==> config.mk <==
export PLATFORM = sky130hd
export DESIGN_NAME = pll_lock_ce_seq
export DESIGN_NICKNAME = d
export VERILOG_FILES = /design/src/rtl/pll_lock_ce_seq.sv
export SDC_FILE = /design/constraint.sdc
export NUM_CORES = 1
export LEC_CHECK = 0
export ABC_AREA = 1
export CORE_UTILIZATION = 31
export DETAILED_ROUTE_END_ITERATION = 6
export PLACE_DENSITY = 0.52
export SYNTH_ARGS = -nofsm -noshare
export SYNTH_HDL_FRONTEND = slang
export SYNTH_SLANG_ARGS = --single-unit
==> constraint.sdc <==
create_clock -name clk_sys -period 1.7 [get_ports clk_sys]
set_input_delay 0.17 -clock clk_sys [delete_from_list [all_inputs] [get_ports clk_sys]]
set_output_delay 0.17 -clock clk_sys [all_outputs]
set_load 0.02 [all_outputs]
==> src/rtl/pll_lock_ce_seq.sv <==
// rtl/pll_lock_ce_seq.sv - PLL lock qualifier, core reset sequencer and 12/6/3 MHz clock-enable generator
// Optional lock-loss counter built only when PLL_LOCK_LOSS_CNT_EN is defined.
module pll_lock_ce_seq #(
  parameter int LOCK_STABLE_CYCLES = 1024,
  parameter int RESET_HOLD_CYCLES  = 16
) (
  input  logic       clk_sys,
  input  logic       reset_n,
  input  logic       pll_locked,
  output logic       core_reset_n,
  output logic       ce_12,
  output logic       ce_6,
  output logic       ce_6b,
  output logic       ce_3,
  output logic       lock_ok,
  output logic       lock_lost,
  output logic [7:0] lock_loss_cnt
);

  localparam int MAX_CYC = (LOCK_STABLE_CYCLES > RESET_HOLD_CYCLES) ? LOCK_STABLE_CYCLES
                                                                     : RESET_HOLD_CYCLES;
  localparam int CW = $clog2(MAX_CYC);

  localparam logic [CW-1:0] STABLE_LAST = CW'(LOCK_STABLE_CYCLES - 1);
  localparam logic [CW-1:0] HOLD_LAST   = CW'(RESET_HOLD_CYCLES - 1);

  localparam logic [1:0] S_WAIT_LOCK = 2'd0;
  localparam logic [1:0] S_STABLE    = 2'd1;
  localparam logic [1:0] S_RELEASE   = 2'd2;
  localparam logic [1:0] S_RUN       = 2'd3;

  logic          sync1;
  logic [1:0]    state, state_nx;
  logic [CW-1:0] cnt, cnt_nx;
  logic [3:0]    div, div_nx;
  logic          lost_nx;
  logic          run_now, run_nx;

  always_comb begin
    state_nx = state;
    cnt_nx   = cnt;
    lost_nx  = 1'b0;
    case (state)
      S_WAIT_LOCK: begin
        cnt_nx = '0;
        if (lock_ok) state_nx = S_STABLE;
      end
      S_STABLE: begin
        if (!lock_ok) begin
          state_nx = S_WAIT_LOCK;
          cnt_nx   = '0;
        end else if (cnt == STABLE_LAST) begin
          state_nx = S_RELEASE;
          cnt_nx   = '0;
        end else begin
          cnt_nx = cnt + CW'(1);
        end
      end
      S_RELEASE: begin
        if (!lock_ok) begin
          state_nx = S_WAIT_LOCK;
          cnt_nx   = '0;
          lost_nx  = 1'b1;
        end else if (cnt == HOLD_LAST) begin
          state_nx = S_RUN;
          cnt_nx   = '0;
        end else begin
          cnt_nx = cnt + CW'(1);
        end
      end
      S_RUN: begin
        cnt_nx = '0;
        if (!lock_ok) begin
          state_nx = S_WAIT_LOCK;
          lost_nx  = 1'b1;
        end
      end
      default: begin
        state_nx = S_WAIT_LOCK;
        cnt_nx   = '0;
      end
    endcase
  end

  // The divider starts at 0 on the first RELEASE cycle, so enables are decoded
  // from the next-cycle divider value to land on that very cycle.
  assign run_now = (state == S_RELEASE) || (state == S_RUN);
  assign run_nx  = (state_nx == S_RELEASE) || (state_nx == S_RUN);

  always_comb begin
    div_nx = 4'd0;
    if (run_nx && run_now) div_nx = (div == 4'd11) ? 4'd0 : div + 4'd1;
  end

  always_ff @(posedge clk_sys) begin
    if (!reset_n) begin
      sync1        <= 1'b0;
      lock_ok      <= 1'b0;
      state        <= S_WAIT_LOCK;
      cnt          <= '0;
      div          <= 4'd0;
      core_reset_n <= 1'b0;
      ce_12        <= 1'b0;
      ce_6         <= 1'b0;
      ce_6b        <= 1'b0;
      ce_3         <= 1'b0;
      lock_lost    <= 1'b0;
    end else begin
      sync1        <= pll_locked;
      lock_ok      <= sync1;
      state        <= state_nx;
      cnt          <= cnt_nx;
      div          <= div_nx;
      core_reset_n <= (state_nx == S_RUN);
      ce_12        <= run_nx && ((div_nx == 4'd0) || (div_nx == 4'd3) ||
                                 (div_nx == 4'd6) || (div_nx == 4'd9));
      ce_6         <= run_nx && ((div_nx == 4'd0) || (div_nx == 4'd6));
      ce_6b        <= run_nx && ((div_nx == 4'd3) || (div_nx == 4'd9));
      ce_3         <= run_nx && (div_nx == 4'd0);
      lock_lost    <= lost_nx;
    end
  end

`ifdef PLL_LOCK_LOSS_CNT_EN
  logic [7:0] loss_cnt_q;

  always_ff @(posedge clk_sys) begin
    if (!reset_n) begin
      loss_cnt_q <= 8'd0;
    end else if (lost_nx && (loss_cnt_q != 8'hFF)) begin
      loss_cnt_q <= loss_cnt_q + 8'd1;
    end
  end

  assign lock_loss_cnt = loss_cnt_q;
`else
  assign lock_loss_cnt = 8'd0;
`endif

endmodule

* After elaboration in Yosys (flattened, before gate mapping)
Cells that the tools add are included.
** Storage, ports and cells
- Bits in registers :: 24
- Latch bits :: 0
- RAM bits :: 0
- Memory bits (read-only) :: 0
- Output and inout port bits :: 15
- Logic and storage cells :: 56
- Memories :: 0
** Cells by class
- Add/sub/neg operators :: 2
- Multiply operators :: 0
- Divide/modulo/power cells :: 0
- Magnitude comparators :: 0
- Equality and inequality tests :: 11
- Shift-type cells :: 0
- Multiplexer cells :: 15
- Bitwise gates (word level) :: 0
- Reductions and logical operators :: 17
** Operators by type and width (number)
- $mux W10 :: 4
- $pmux W10 S3 :: 1
- $mux W2 :: 6
- $add A10 B1 Y10 const B :: 1
- $eq A10 B10 Y1 const B :: 1
- $eq A10 B4 Y1 const B :: 1
- $eq A2 B2 Y1 const B :: 4
- $eq A4 B4 Y1 const B :: 2
- $mux W4 :: 2
- $pmux W2 S4 :: 1
- $logic_or A1 B1 Y1 :: 7
- $logic_and A1 B1 Y1 :: 5
- $add A4 B1 Y4 const B :: 1
- $eq A4 B2 Y1 const B :: 1
- $eq A4 B3 Y1 const B :: 1
- $logic_not A4 Y1 :: 1
- $reduce_or A2 Y1 :: 2
- $eq A2 B1 Y1 const B :: 1
- $logic_not A2 Y1 :: 1
- $reduce_and A2 Y1 :: 1
- $mux W1 :: 1

* Longest topological paths before layout
Gate-level depths: netlist (run 1).
- Depth after elaboration :: 13
- Depth in mapped cells :: 10

* Worst setup path after synthesis (run 1)
No wires, ideal clock.
- Path kind :: register to register
- From :: reg cnt[0]
- To :: reg cnt[2]
- Library setup time :: 116 ps
- Data arrival time :: 1126 ps
- Path slack :: 458 ps
- Cell stages (with the launch flop) :: 9
- Buffers on the path :: 0
- Cells stage by stage :: dfxtp_1 > ha_1 > nand3_2 > inv_1 > nand2_1 > o21ai_2 > nand2_2 > nand2_4 > nor2_1
** Between the ends
- Longest elaborated chain between the ends :: 4
** Ends and longest elaborated chain
- start, declared :: line 34 : logic [CW-1:0] cnt, cnt_nx;
- start signal, assigned :: line 112 : cnt <= cnt_nx;
- $add A10 B1 Y10, or another cell as far along :: line 56, 68
- $mux W10 (on tied branches) :: line 64, 52
- $mux W10 (on tied branches) :: line 60, 49
- $pmux W10 S3 * :: line 43 : case (state)
Every way passes the cells marked *; elsewhere a longest branch is shown, timed or not.
A chain may end at the register's enable or synchronous reset.

* Worst setup path in the final report (run 1)
- From :: reg lock_ok
- To :: out lock_ok
** RTL lines
- start, declared :: line 15 : output logic lock_ok,
- start signal, assigned :: line 110 : lock_ok <= sync1;
No word-level cell between the ends.

==> results.json, run 1 <==
{
  "cts.sinks": 24,
  "ir_drop_mv": 0.384,
  "timing.rr.start": "cnt[0]$_SDFF_PN0_",
  "cts_made_buffers": 3,
  "die_area_um2": 3890,
  "dr.pass1.iters": 4,
  "layout-drive-gt1-share_pct": 8.24,
  "final_cells": 216,
  "power_frac_seq_pct": 62.8,
  "p_clk_share_pct": 32.9,
  "final_max_slew_viol_count": 0,
  "coreArea_um2": 3420,
  "rsz0062_at_grt": "false",
  "gp_congestion": 0.859,
  "max_stage_delay_ns": 0.64,
  "grt.overflow.total": 0,
  "synth-seq-cells": 24,
  "finalSetupViolCount": 0,
  "finalHoldViolCount": 0,
  "yosysTopAreaCell": "dfxtp_1",
  "io_buffers": 9,
  "crit_family": "buffers and inverters",
  "r2r_cells": 8,
  "async_reset_ff_share_pct": 0,
  "endpoint_kind": "output port",
  "period_needed_ns": 1.56,
  "fin_skew_ns": 0.00439,
  "worstPathCellList": "clkdlybuf4s50_1",
  "grt_pass1_wl_um": 3390,
  "path_buf_inv": 1,
  "grt_max_degree": 14,
  "yosysMostFrequentCell": "nand2_1",
  "path_clk_slew_ns": 0.13,
  "first_global_vias": 814,
  "power.internal_mw": 0.708,
  "hold_path_class": "in2reg",
  "clock_tree.buffer_depth": 2,
  "drc": 0,
  "final.setup.tns_ns": 0,
  "avgRoutedWirePerCell_um": 8.81,
  "num_io_pins": 18,
  "crit_type": "reg2out",
  "max_freq_mhz": 642,
  "nets": 176,
  "antenna_found_initial": 0,
  "synth_edf_count": 0,
  "filler_cell_count": 369,
  "cp.arrival_ns": 1.39,
  "p_comb_share_pct": 4.3,
  "synth_area_leaders": "dfxtp_1 (42%), nand2_1 (12%), nor2_1 (8.3%)",
  "holdBufCountCts": 0,
  "p_leak_nw": 0.594,
  "finalWirelength_um": 1900,
  "clk-insertion-delay-late_ns": 0.31,
  "worstPathRequired_ns": 1.53,
  "placedCellCount": 212,
  "die_y_um": 62.4,
  "switchingPower_mw": 0.197,
  "hold_end": "sync1$_SDFF_PN0_",
  "dp_hpwl_um": 1520,
  "cap_violations": 0,
  "synthFlopType": "dfxtp_1",
  "status": "completed",
  "whs_path_depth": 3,
  "cts_max_level": 1,
  "crit_path_start_kind": "register",
  "clockRootBuffer": "clkbuf_4",
  "yosysTopAreaCellShare_pct": 42.5,
  "p_per_area_nw_per_um2": 702,
  "synth.avg_cell_area_um2": 7.20,
  "p_sw_share_pct": 21.8,
  "cts_setup_buffers": 0,
  "grt.total_usage_pct": 10.9,
  "postRouteAntennaNets": 0,
  "synthCells": 157,
  "post-route-period-util_pct": 91.6,
  "drtIter0Drc": 33,
  "vias": 926,
  "row_count": 21,
  "worstHoldStart": "pll_locked",
  "start_util_pct": 33.1,
  "cts_resized": 0,
  "path_max_fanout": 5,
  "die_w_um": 62.4,
  "antenna_cells": 0,
  "r2r_slack_ns": 0.30,
  "crit_slowest_cell": "clkdlybuf4s50_1",
  "r2r_end": "cnt[2]$_SDFF_PN0_",
  "synth_seq_area_share_pct": 42.5,
  "via_per_inst": 4.29,
  "synth_top_cells_by_count": "nand2_1 (36), nor2_1 (25), dfxtp_1 (24), inv_1 (22), nand3_1 (12)",
  "yosysUniqueCellTypes": 23,
  "cts_tree": "built",
  "synthesis.area_um2": 1130,
  "synth_warnings": 0,
  "synthToLayoutAreaGrowth_pct": 13.9
}
power by group through the flow:
stage          clock network [mW]  registers (mW)  logic (mW)
4_1_cts                     0.313           0.569      0.0388
5_1_grt                     0.340           0.570      0.0424
6_report                    0.297           0.569      0.0388
3_5_place_dp                    0           0.581      0.0387
3_3_place_gp                    0           0.581      0.0387
2_1_floorplan                   0           0.582      0.0389
how the worst max path moves through the flow:
stage                             startpoint           endpoint  depth (start not counted)
after floorplan            cnt[0]$_SDFF_PN0_  cnt[2]$_SDFF_PN0_                          8
after global placement     cnt[0]$_SDFF_PN0_  cnt[3]$_SDFF_PN0_                          8
after detailed placement   cnt[0]$_SDFF_PN0_  cnt[2]$_SDFF_PN0_                          8
after CTS                 lock_ok$_SDFF_PN0_            lock_ok                          1
after global routing      lock_ok$_SDFF_PN0_            lock_ok                          1
final                     lock_ok$_SDFF_PN0_            lock_ok                          1
cell families after synthesis:
kind of cell / synth area share, %
flip-flops: 42.5
XOR/XNOR: 4.65
adder cells (fa/ha/maj): 2.21
buffers and inverters: 13.1
other: 0.332
AND/OR/NAND/NOR: 33.5
AO/OA/AOI/OAI: 3.76
metrics by stage:
stage               instance area (um2)  util (%)  setup slack [ns]  power (mW)  hold slack (ns)
floorplan                          1160         -             0.458       0.621            0.263
global placement                   1250      36.7             0.327       0.620            0.393
detailed placement                 1250      36.7             0.311       0.620            0.402
CTS                                1290      37.7             0.120       0.921            0.361
global route                       1290      37.7            0.0458       0.952            0.354
finish                             1290      37.7             0.143       0.905            0.375
state kept, by name (all words and copies together), names as in the netlist:
signal	count
ce_6	1
lock_ok	1
state	2
ce_6b	1
lock_lost	1
ce_3	1
core_reset_n	1
ce_12	1
div	4
sync1	1
cnt	10
cell usage in the layout, fill, tap and decap left out, drive strengths merged, types with 2 or more instances in the layout:
cell type,n
nand3,13
clkdlybuf4s50,9
conb,8
inv,22
dfxtp,24
xor2,5
a21oi,4
nand4,4
nand2,39
o21ai,3
clkbuf,4
ha,2
nor2,27
cell type report:
type	instances	area [um2]	area share (%)
Clock buffer	4	36.3	2.82
Inverter	23	87.6	6.80
Multi-Input combinational cell	109	529	41.1
Sequential cell	24	480	37.3
Tap cell	46	57.6	4.47
Timing Repair Buffer	10	97.6	7.57
routing by layer:
metal  up-vias  track usage (%)  routed length, um
met5         -                0                  0
met4         0             3.49                 15
met3         2             3.28                 76
met2        21             16.8                847
met1       410             14.4                963
li1        493                -                  -
Note: power is estimated with default switching activity, not from simulation.
==> run 2, diff against run 1 <==
--- a/config.mk
+++ b/config.mk
@@ -5,8 +5,8 @@
 export SDC_FILE = /design/constraint.sdc
 export NUM_CORES = 1
 export LEC_CHECK = 0
-export ABC_AREA = 1
 export CORE_UTILIZATION = 31
+export CTS_BUF_LIST = sky130_fd_sc_hd__clkbuf_8
 export DETAILED_ROUTE_END_ITERATION = 6
 export PLACE_DENSITY = 0.52
 export SYNTH_ARGS = -nofsm -noshare
==> results.json, run 2 <==
{
  "antenna_found_initial": 0,
  "grt.overflow.total": 0,
  "synth_seq_area_share_pct": 41.6,
  "io_buffers": 9,
  "status": "completed",
  "cp.arrival_ns": 1.83,
  "finalSetupViolCount": 0,
  "max_freq_mhz": 616,
  "dp_slack_ns": -0.0332,
  "die_y_um": 63.1,
  "finalInstanceArea_um2": 1410,
  "clk-insertion-delay-late_ns": 0.26,
  "die_area_um2": 3980,
  "crit_path_start_kind": "register",
  "die_w_um": 63.1,
  "fin_skew_ns": 0.00195,
  "fin_util_pct": 40.9,
  "p_leak_nw": 0.515,
  "path_clk_slew_ns": 0.08,
  "cts.sinks": 24,
  "start_util_pct": 33.6,
  "crit_family": "simple AND/OR/NAND/NOR gates",
  "synth_top_cells_by_count": "dfxtp_1 (24), nor2_1 (15), nand2_1 (9), buf_4 (8), xor2_1 (6)",
  "nets": 150,
  "avgRoutedWirePerCell_um": 11.7,
  "synth_edf_count": 0,
  "p_per_area_nw_per_um2": 700,
  "antenna_cells": 0,
  "rsz0062_at_grt": "false",
  "drtIter0Drc": 21,
  "crit_type": "reg2reg",
  "cts_made_buffers": 3,
  "final.setup.tns_ns": 0,
  "cts_tree": "built",
  "period_needed_ns": 1.62,
  "layout-drive-gt1-share_pct": 17.4,
  "grt_pass1_wl_um": 4250,
  "holdBufCountCts": 0,
  "final_common_cell": "dfxtp_1",
  "placedCellCount": 186,
  "synth_warnings": 0,
  "worstPathCellList": "ha_4 -> nor2b_1 -> or4b_1 -> a31oi_2 -> o32a_1",
  "via_per_inst": 4.79,
  "worstPathRequired_ns": 1.91,
  "cap_violations": 0,
  "final_cells": 190,
  "synth.avg_cell_area_um2": 9.25,
  "ir_drop_mv": 0.221,
  "gp_congestion": 0.721,
  "filler_cell_count": 351,
  "cts_max_level": 1,
  "postRouteAntennaNets": 0,
  "layout_setup_ws_ns": 0.0768,
  "synth_area_leaders": "dfxtp_1 (42%), buf_4 (5.2%), nor2_1 (4.9%)",
  "final_max_slew_viol_count": 0,
  "first_global_vias": 948,
  "row_count": 21,
  "grt_max_degree": 14,
  "drc": 0,
  "vias": 910,
  "endpoint_kind": "register",
  "yosysTopAreaCellShare_pct": 41.6,
  "dr.pass1.iters": 6,
  "dp_hpwl_um": 1640,
  "largest_reg_flops": 10,
  "synth-seq-cells": 24,
  "finalHoldViolCount": 0,
  "place_area_um2": 1340,
  "max_stage_delay_ns": 0.52,
  "coreArea_um2": 3440,
  "synthCells": 125,
  "final_cell_mix": "dfxtp_1 (21), nor2_1 (15), buf_4 (10)",
  "yosysUniqueCellTypes": 41,
  "yosysTopAreaCell": "dfxtp_1",
  "async_reset_ff_share_pct": 0,
  "hold-worst-slack_ns": 0.453,
  "clock_tree.buffer_depth": 2,
  "synthToLayoutAreaGrowth_pct": 21.9,
  "finalWirelength_um": 2230,
  "reg_top3": "cnt x10, div x4, state x2",
  "crit_slowest_cell": "or4b_1",
  "synthesis.area_um2": 1160,
  "cts_setup_buffers": 0,
  "hold_path_class": "reg2reg",
  "yosysMostFrequentCell": "dfxtp_1",
  "power_mw": 0.986,
  "clockRootBuffer": "clkbuf_8",
  "num_io_pins": 18,
  "post-route-period-util_pct": 95.5,
  "path_max_fanout": 6,
  "grt.total_usage_pct": 13.3,
  "cts_resized": 0,
  "top_register": "cnt",
  "path_buf_inv": 0,
  "synthFlopType": "dfxtp_1"
}
-- run 2: path summary, 6_finish.rpt --
check / start / cells after the start / end / slack [ns]
setup reg to reg: div[0]$_SDFF_PN0_ / 5 / ce_12$_SDFF_PN0_ / 0.08
hold reg to reg: sync1$_SDFF_PN0_ / 1 / lock_ok$_SDFF_PN0_ / 0.45
hold / removal: sync1$_SDFF_PN0_ / 1 / lock_ok$_SDFF_PN0_ / 0.45
setup / recovery: div[0]$_SDFF_PN0_ / 5 / ce_12$_SDFF_PN0_ / 0.08
-- run 2: power by group --
group / internal (mW) / switching [mW] / leakage, nW / total (mW)
Sequential: 0.565 / 0.00365 / 0.195 / 0.568
Clock: 0.206 / 0.176 / 0.0288 / 0.382
Combinational: 0.0108 / 0.0242 / 0.291 / 0.0350
Total: 0.782 / 0.204 / 0.515 / 0.986
-- run 2: cell families (layout without fill, tap and decap cells) --
family,after synthesis,after routing,synth area share [%]
flip-flops,24,24,41.6
multiplexers,1,1,0.866
other,1,8,0.324
AO/OA/AOI/OAI,21,21,13.6
buffers and inverters,13,25,7.68
AND/OR/NAND/NOR,55,55,27.7
adder cells (fa/ha/maj),2,2,2.16
XOR/XNOR,8,8,6.06
-- run 2: routing by layer --
layer,track usage [%],vias to the layer above,part of all wire [%]
li1,-,459,-
met2,21.1,21,44
met5,0,-,0
met4,5.23,0,1.5
met3,2.17,4,4.7
met1,17.8,426,49
-- run 2: area by class of cell --
type                            instances  area (um2)  area share [%]
Multi-Input combinational cell         95         639            45.4
Clock buffer                            4        55.1            3.91
Timing Repair Buffer                   19         165            11.7
Tap cell                               46        57.6            4.09
Sequential cell                        24         484            34.4
Inverter                                2        7.51           0.533
